$ cat src/rtl/instr_mem_loader_if.sv
// Loader-side bundle: start/count request, byte stream in,
// instruction-memory write port and status out.
interface instr_mem_loader_if #(
  parameter int ADDR_W = 24,
  parameter int CNT_W  = 16
);
  logic              Start;
  logic [CNT_W-1:0]  WordCount;
  logic [7:0]        InData;
  logic              InValid;
  logic              InReady;
  logic              WrEn;
  logic [ADDR_W-1:0] WrAddr;
  logic [23:0]       WrData;
  logic              CpuHold;
  logic              LoadDone;
  logic              LoadError;
  logic [7:0]        Checksum;

  modport master (
    output Start, WordCount, InData, InValid,
    input  InReady, WrEn, WrAddr, WrData,
    input  CpuHold, LoadDone, LoadError, Checksum
  );

  modport slave (
    input  Start, WordCount, InData, InValid,
    output InReady, WrEn, WrAddr, WrData,
    output CpuHold, LoadDone, LoadError, Checksum
  );
endinterface

$ cat src/rtl/instr_mem_loader.sv
// Boot loader: packs a byte stream into 24-bit words and writes
// them to instruction memory while holding the CPU.
module instr_mem_loader #(
  parameter int              ADDR_W    = 24,
  parameter logic [ADDR_W-1:0] BASE_ADDR = '0,
  parameter int              ADDR_STEP = 4,
  parameter int              MAX_WORDS = 256,
  parameter int              CNT_W     = 16
) (
  input logic Clock,
  input logic Reset,
  instr_mem_loader_if.slave bus
);

  typedef enum logic [1:0] {
    IDLE, RECV, WRITE, DONE
  } state_t;

  localparam logic [CNT_W-1:0] MAX_C =
    CNT_W'(MAX_WORDS);
  localparam logic [CNT_W-1:0] ONE_C =
    CNT_W'(1);
  localparam logic [ADDR_W-1:0] STEP =
    ADDR_W'(ADDR_STEP);

  state_t            state;
  state_t            state_nx;
  logic [CNT_W-1:0]  remain;
  logic [1:0]        idx;
  logic [15:0]       shift;
  logic [ADDR_W-1:0] addr;
  logic [23:0]       word;
  logic              hold;
  logic              done;
  logic              err;
  logic [7:0]        csum;

  logic cnt_zero;
  logic cnt_ok;
  logic take;
  logic last_byte;

  assign cnt_zero  = bus.WordCount == '0;
  assign cnt_ok    = !cnt_zero &&
                     bus.WordCount <= MAX_C;
  assign take      = state == RECV && bus.InValid;
  assign last_byte = take && idx == 2'd2;

  always_ff @(posedge Clock) begin
    if (Reset) state <= IDLE;
    else       state <= state_nx;
  end

  always_comb begin
    state_nx = state;
    unique case (state)
      IDLE: begin
        if (bus.Start && cnt_zero)
          state_nx = DONE;
        else if (bus.Start && cnt_ok)
          state_nx = RECV;
      end
      RECV: begin
        if (last_byte) state_nx = WRITE;
      end
      WRITE: begin
        if (remain == ONE_C) state_nx = DONE;
        else                 state_nx = RECV;
      end
      DONE: state_nx = IDLE;
    endcase
  end

  always_ff @(posedge Clock) begin
    if (Reset) begin
      remain <= '0;
      idx    <= '0;
      shift  <= '0;
      addr   <= BASE_ADDR;
      word   <= '0;
      hold   <= 1'b0;
      done   <= 1'b0;
      err    <= 1'b0;
      csum   <= '0;
    end else begin
      unique case (state)
        IDLE: begin
          if (bus.Start) begin
            done <= cnt_zero;
            err  <= !cnt_zero && !cnt_ok;
            if (cnt_zero) csum <= '0;
            if (cnt_ok) begin
              remain <= bus.WordCount;
              addr   <= BASE_ADDR;
              idx    <= '0;
              csum   <= '0;
              hold   <= 1'b1;
            end
          end
        end
        RECV: begin
          if (take) begin
            csum  <= csum ^ bus.InData;
            shift <= {shift[7:0], bus.InData};
            if (idx == 2'd2) begin
              idx  <= '0;
              word <= {shift, bus.InData};
            end else begin
              idx <= idx + 2'd1;
            end
          end
        end
        WRITE: begin
          addr   <= addr + STEP;
          remain <= remain - ONE_C;
          // hold drops together with entering DONE
          if (remain == ONE_C) begin
            hold <= 1'b0;
            done <= 1'b1;
          end
        end
        DONE: begin
        end
      endcase
    end
  end

  assign bus.InReady   = state == RECV;
  assign bus.WrEn      = state == WRITE;
  assign bus.WrAddr    = addr;
  assign bus.WrData    = word;
  assign bus.CpuHold   = hold;
  assign bus.LoadDone  = done;
  assign bus.LoadError = err;
  assign bus.Checksum  = csum;

endmodule

$ cat src/flat_wrapper.sv
// flat-port wrapper written by rule: the top's interface ports become plain ports
module instr_mem_loader_flat 
#(
  parameter int              ADDR_W    = 24,
  parameter logic [ADDR_W-1:0] BASE_ADDR = '0,
  parameter int              ADDR_STEP = 4,
  parameter int              MAX_WORDS = 256,
  parameter int              CNT_W     = 16
)
  (Clock, Reset, bus_Start, bus_WordCount, bus_InData, bus_InValid, bus_InReady, bus_WrEn, bus_WrAddr, bus_WrData, bus_CpuHold, bus_LoadDone, bus_LoadError, bus_Checksum);
  instr_mem_loader_if #(.ADDR_W(ADDR_W), .CNT_W(CNT_W)) bus_i ();
  input logic Clock;
  input logic Reset;
  input wire logic [$bits(bus_i.Start)-1:0] bus_Start;
  input wire logic [$bits(bus_i.WordCount)-1:0] bus_WordCount;
  input wire logic [$bits(bus_i.InData)-1:0] bus_InData;
  input wire logic [$bits(bus_i.InValid)-1:0] bus_InValid;
  output wire logic [$bits(bus_i.InReady)-1:0] bus_InReady;
  output wire logic [$bits(bus_i.WrEn)-1:0] bus_WrEn;
  output wire logic [$bits(bus_i.WrAddr)-1:0] bus_WrAddr;
  output wire logic [$bits(bus_i.WrData)-1:0] bus_WrData;
  output wire logic [$bits(bus_i.CpuHold)-1:0] bus_CpuHold;
  output wire logic [$bits(bus_i.LoadDone)-1:0] bus_LoadDone;
  output wire logic [$bits(bus_i.LoadError)-1:0] bus_LoadError;
  output wire logic [$bits(bus_i.Checksum)-1:0] bus_Checksum;
  assign bus_i.Start = bus_Start;
  assign bus_i.WordCount = bus_WordCount;
  assign bus_i.InData = bus_InData;
  assign bus_i.InValid = bus_InValid;
  assign bus_InReady = bus_i.InReady;
  assign bus_WrEn = bus_i.WrEn;
  assign bus_WrAddr = bus_i.WrAddr;
  assign bus_WrData = bus_i.WrData;
  assign bus_CpuHold = bus_i.CpuHold;
  assign bus_LoadDone = bus_i.LoadDone;
  assign bus_LoadError = bus_i.LoadError;
  assign bus_Checksum = bus_i.Checksum;
  instr_mem_loader #(.ADDR_W(ADDR_W), .BASE_ADDR(BASE_ADDR), .ADDR_STEP(ADDR_STEP), .MAX_WORDS(MAX_WORDS), .CNT_W(CNT_W)) u_core (.Clock(Clock), .Reset(Reset), .bus(bus_i));
endmodule
$ cat config.mk
export PLATFORM = sky130hd
export DESIGN_NAME = instr_mem_loader_flat
export DESIGN_NICKNAME = d
export VERILOG_FILES = /design/src/rtl/instr_mem_loader_if.sv /design/src/rtl/instr_mem_loader.sv /design/src/flat_wrapper.sv
export SDC_FILE = /design/constraint.sdc
export NUM_CORES = 1
export LEC_CHECK = 0
export CORE_MARGIN = 2
export CORE_UTILIZATION = 51
export CTS_CLUSTER_DIAMETER = 30
export DETAILED_ROUTE_END_ITERATION = 12
export PLACE_DENSITY_LB_ADDON = 0.3
export SYNTH_ARGS = -nofsm -noshare
export SYNTH_HDL_FRONTEND = slang
export SYNTH_SLANG_ARGS = --single-unit
$ cat constraint.sdc
create_clock -name Clock -period 3.4 [get_ports Clock]
set_input_delay 1.02 -clock Clock [delete_from_list [all_inputs] [get_ports Clock]]
set_output_delay 1.02 -clock Clock [all_outputs]
set_load 0.05 [all_outputs]
Word level (Yosys, flattened, before mapping) --
Cells that the tools add are included. W data, S select, Z words.
Word-level totals: register bits after elaboration 95, bits of input ports 28, word-level logic and storage cells 76
Operators by class: add/sub/neg operators 3, order comparisons 1, eq/ne operators 12, multiplexer cells 28, bitwise operators 1, reduce and logical (&&, ||, !) cells 21
Operators by type and width (number):
- $mux W24 | 2
- $pmux W24 S2 | 1
- $mux W16 | 2
- $mux W8 | 4
- $pmux W16 S2 | 1
- $add A24 B3 Y24 const B | 1
- $eq A16 B1 Y1 const B | 1
- $le A16 B9 Y1 const B | 1
- $logic_not A16 Y1 | 1
- $mux W2 | 8
- $pmux W8 S2 | 1
- $sub A16 B1 Y16 const B | 1
- $reduce_and A4 Y1 | 3
- $reduce_and A3 Y1 | 3
- $ne A2 B1 Y1 const B | 4
- $pmux W2 S4 | 1
- $xor A8 B8 Y8 | 1
- $eq A2 B2 Y1 const B | 3
- $logic_and A1 B1 Y1 | 6
- $ne A3 B1 Y1 const B | 2
- $reduce_and A2 Y1 | 3
- $mux W1 | 5
- $pmux W1 S2 | 2
- $pmux W2 S2 | 1
- other kinds (6) | 8

Logic depth before layout (Yosys ltp) --
depth in word-level cells 7, gate-level depth with buffers 9, mapped depth without buffers 6

Worst setup path after synthesis --
Ideal clock, no wire load.
path kind input-to-reg, start in bus_WordCount[7], end reg u_core.addr[6], in the netlist u_core.bus.WrAddr[6], library setup time 0.070 ns, arrival 2.810 ns, required time 3.330 ns, slack 0.520 ns, stages on the path 7, path buffers 2, cells stage by stage or4_1 > or3_1 > a31oi_4 > buf_4 > clkbuf_8 > o21ai_0 > a21oi_1
On the way: longest elaborated chain between the ends 5, elaborated cells on any way between the ends 6, classes of those cells order compare (1); eq/ne (1); reduce/logical (4)
RTL lines:
- from (decl) | RTL line flat_wrapper.sv:15 | input wire logic [$bits(bus_i.WordCount)-1:0] bus_WordCount;
- branches (longest 2 deep; another with $le A16 B9 Y1)
- $logic_and A1 B1 Y1 * | RTL line instr_mem_loader.sv:44 | assign cnt_ok = !cnt_zero &&
- $ne A2 B1 Y1 (no source line) *
- $reduce_and A3 Y1 (no source line) *
- to (signal assigned) | RTL line instr_mem_loader.sv:114 | addr <= addr + STEP;
- to (decl) | RTL line instr_mem_loader.sv:31 | logic [ADDR_W-1:0] addr;
Every way passes the cells marked *. A chain may end at the register's enable or synchronous reset.

Worst setup path after layout --
start in bus_WordCount[7], end reg u_core.remain[6]
On the way: longest elaborated chain between the ends 5, elaborated cells on any way between the ends 6, classes of those cells order compare (1); eq/ne (1); reduce/logical (4)
RTL lines:
- branches (longest 2 deep; another with $le A16 B9 Y1)
- $logic_and A1 B1 Y1 * | RTL line instr_mem_loader.sv:44
- $ne A2 B1 Y1 (no source line) *
- $reduce_and A3 Y1 (no source line) *
- to (signal assigned) | RTL line instr_mem_loader.sv:93 | remain <= bus.WordCount;
- to (signal assigned) | RTL line instr_mem_loader.sv:115 | remain <= remain - ONE_C;
- to (decl) | RTL line instr_mem_loader.sv:28 | logic [CNT_W-1:0] remain;
Marked as above.

==> reports/qor.yml <==
outcome: "completed"
postRouteAntennaNets: 0
drt_pass1_iterations: 5
via_per_inst: 5.74
rsz0062_at_grt: "false"
yosys-top-cells-area: "dfxtp_1 (44%), nand2_1 (9.3%), a21oi_1 (8.4%)"
synthArstFlopShare_pct: 0
grt_pass1_vias: 3772
max_stage_delay_ns: 0.62
layout_worst_path_cycle_share_pct: 88.0
ys_seq_area_share_pct: 43.9
critPathLaunchType: "input pin"
synth_top_area_share_pct: 43.9
synthFlopType: "dfxtp_1"
area_growth_pct: 27.6
yosysTopAreaCell: "dfxtp_1"
multiInputGateArea_um2: 2190
post-dp-hpwl_um: 7700
crit_chain: "clkdlybuf4s50_1, or4_1, or3_1, a31oi_2, o311ai_0, o21ai_0"
swShare_pct: 29.5
skew_ns: 0.0134
synth_area_per_cell_um2: 8.02
critPathRequiredTime_ns: 3.68
cp.arrival_ns: 3.27
dp_cells: 709
cts_sinks: 93
layout.nets: 646
drc: 0
hold_viol_final: 0
setup_slack_ns: 0.408
cts-root-buf: "clkbuf_8"
p_int_mw: 1.53
synth_area_um2: 4240
fillCellCount: 705
overflow: 0
synthCells: 529
dieWidth_um: 95.2
seqCellArea_um2: 1860
yosysUniqueCellTypes: 59
power_leakage_nw: 1.78
ios: 89
cts_tree: "built"
ir_worst_vdd_mv: 0.206
h-tree-depth: 3
worstPathMaxFanout: 8
setup_viol: 0
gp_congestion: 0.881
tightest_slew_ns: 0.804
antenna_found_initial: 0
die_h_um: 95.2
synth_warnings: 0
ys_seq_elements: 93
stdcell_count: 725
finalWirelength_um: 10800
max_freq_mhz: 334
ctsLongestPathBuffers: 2
maxCapViolations: 0
seq_power_share_pct: 52.5
hp-class: "register to register"
grt_max_degree: 42
drive_gt1_share_pct: 8.39
numPortBuffers: 86
wl_per_cell_um: 14.9
die_area_um2: 9060
end_kind: "register"
clk_pin_slew_ns: 0.10
power.density_nw_per_um2: 400
post-place-ws_ns: 0.0649
cts-buffers-inserted: 9
clkPwrFrac_pct: 32.4
slew_headroom_pct: 46.2
start_util_pct: 52.1
clkLatencyLatePin_ns: 0.36
path_class: "input pin to register"
core_um2: 8130
track_usage_pct: 24.4
antenna_cells: 0
vias: 4160
maxSlewViolCount: 0
ctsResizeCount: 0
slowest_stage: "or4_1"
grt_pass1_wl_um: 17700
hold_buffers: 0
synth_edf_count: 0
combinationalPowerShare_pct: 15.1
finalSetupTns_ns: 0
fin_crit_ns: 2.99
postCtsSetupRepairBufs: 0
row_count: 33
drtIter0Drc: 153
switching_power_mw: 0.640
stage by stage:
step | cell area [µm²] | power (mW) | hold WS, ns | util, %
final | 5410 | 2.17 | 0.458 | 66.5
after global routing | 5410 | 2.25 | 0.482 | 66.5
after CTS | 5410 | 2.18 | 0.463 | 66.5
after detailed placement | 5230 | 1.49 | 0.449 | 64.3
after global placement | 5230 | 1.48 | 0.442 | 64.3
after floorplan | 4250 | 1.37 | 0.432 | -
placed cells by master, fill, tap and decap left out, types with 4 or more instances in the layout:
cell type,instances
inv_1,10
nand2b_1,7
nand2_1,105
nor2_1,26
and2_1,4
clkdlybuf4s50_1,84
buf_4,19
a31oi_1,6
o21a_1,4
nor3_1,17
nand3_1,15
clkbuf_8,9
o21ai_0,31
a311oi_1,4
or3_1,12
dfxtp_1,93
o31ai_1,6
nand3b_1,7
o22ai_1,4
nor4_1,5
nand4_1,7
or4_1,10
a21oi_1,71
layout make-up:
cell class / instances / area share [%]
repair buffers: 105 / 18.6
inverters: 10 / 0.694
flip-flops and latches: 93 / 34.4
well taps: 105 / 2.43
multi-input cells: 396 / 40.5
clock buffers: 9 / 2.29
clock inverters: 7 / 1.06
power groups by stage:
stage                     combinational (mW)  sequential (mW)  clock, mW
after global placement                 0.318             1.16          0
after detailed placement               0.325             1.16          0
after global routing                   0.355             1.14      0.759
after floorplan                        0.191             1.18          0
after CTS                              0.326             1.14      0.714
final                                  0.328             1.14      0.701
cells in the mapped netlist (all sizes together), types with 5 or more instances:
| master | count |
|---|---|
| nor2 | 26 |
| inv | 10 |
| nand2 | 105 |
| nand4 | 7 |
| nor4 | 5 |
| nand3 | 15 |
| o31ai | 7 |
| clkbuf | 25 |
| nor3 | 17 |
| nand3b | 7 |
| a31oi | 8 |
| or4 | 13 |
| a21oi | 71 |
| o21ai | 32 |
| buf | 5 |
| or3 | 13 |
| dfxtp | 93 |
| nand2b | 7 |
cell families after synthesis:
kind of cell	Yosys count	share of synthesized area [%]
compound gates	150	21.6
xor+xnor	1	0.207
fa+ha+maj	3	0.885
buf+inv	41	4.57
flops	93	43.9
mux	3	0.708
other cells	1	0.0884
simple gates	237	28.1
state kept, by name, indices dropped and copies added, names as in the netlist:
name	flops
u_core.idx	2
u_core.state	2
u_core.bus.Checksum	8
u_core.bus.WrData	24
u_core.bus.CpuHold	1
u_core.bus.WrAddr	22
u_core.bus.LoadError	1
u_core.bus.LoadDone	1
u_core.remain	16
u_core.shift	16
path summary, 6_finish.rpt:
path	from	to	slack, ns	depth (start not counted)
max reg2reg	u_core.remain[4]	u_core.remain[14]	1.02	5
min reg2reg	u_core.bus.WrData[23]	u_core.bus.WrData[23]	0.46	2
min	u_core.bus.WrData[23]	u_core.bus.WrData[23]	0.46	2
max	bus_WordCount[7]	u_core.remain[6]	0.41	6
worst max-delay path: cells and delay by family:
family          cells  cell delay [ns]
compound gates      3             0.74
simple gates        2             1.09
buf+inv             1             0.41
metal layers:
layer	global-route usage, %	vias to the layer above	share of wire [%]
li1	-	2073	-
met1	34.1	1967	47
met2	39.0	113	47
met3	4.35	7	5.2
met4	6.52	0	0.90
met5	0	-	0
(Power assumes the default switching activity.)
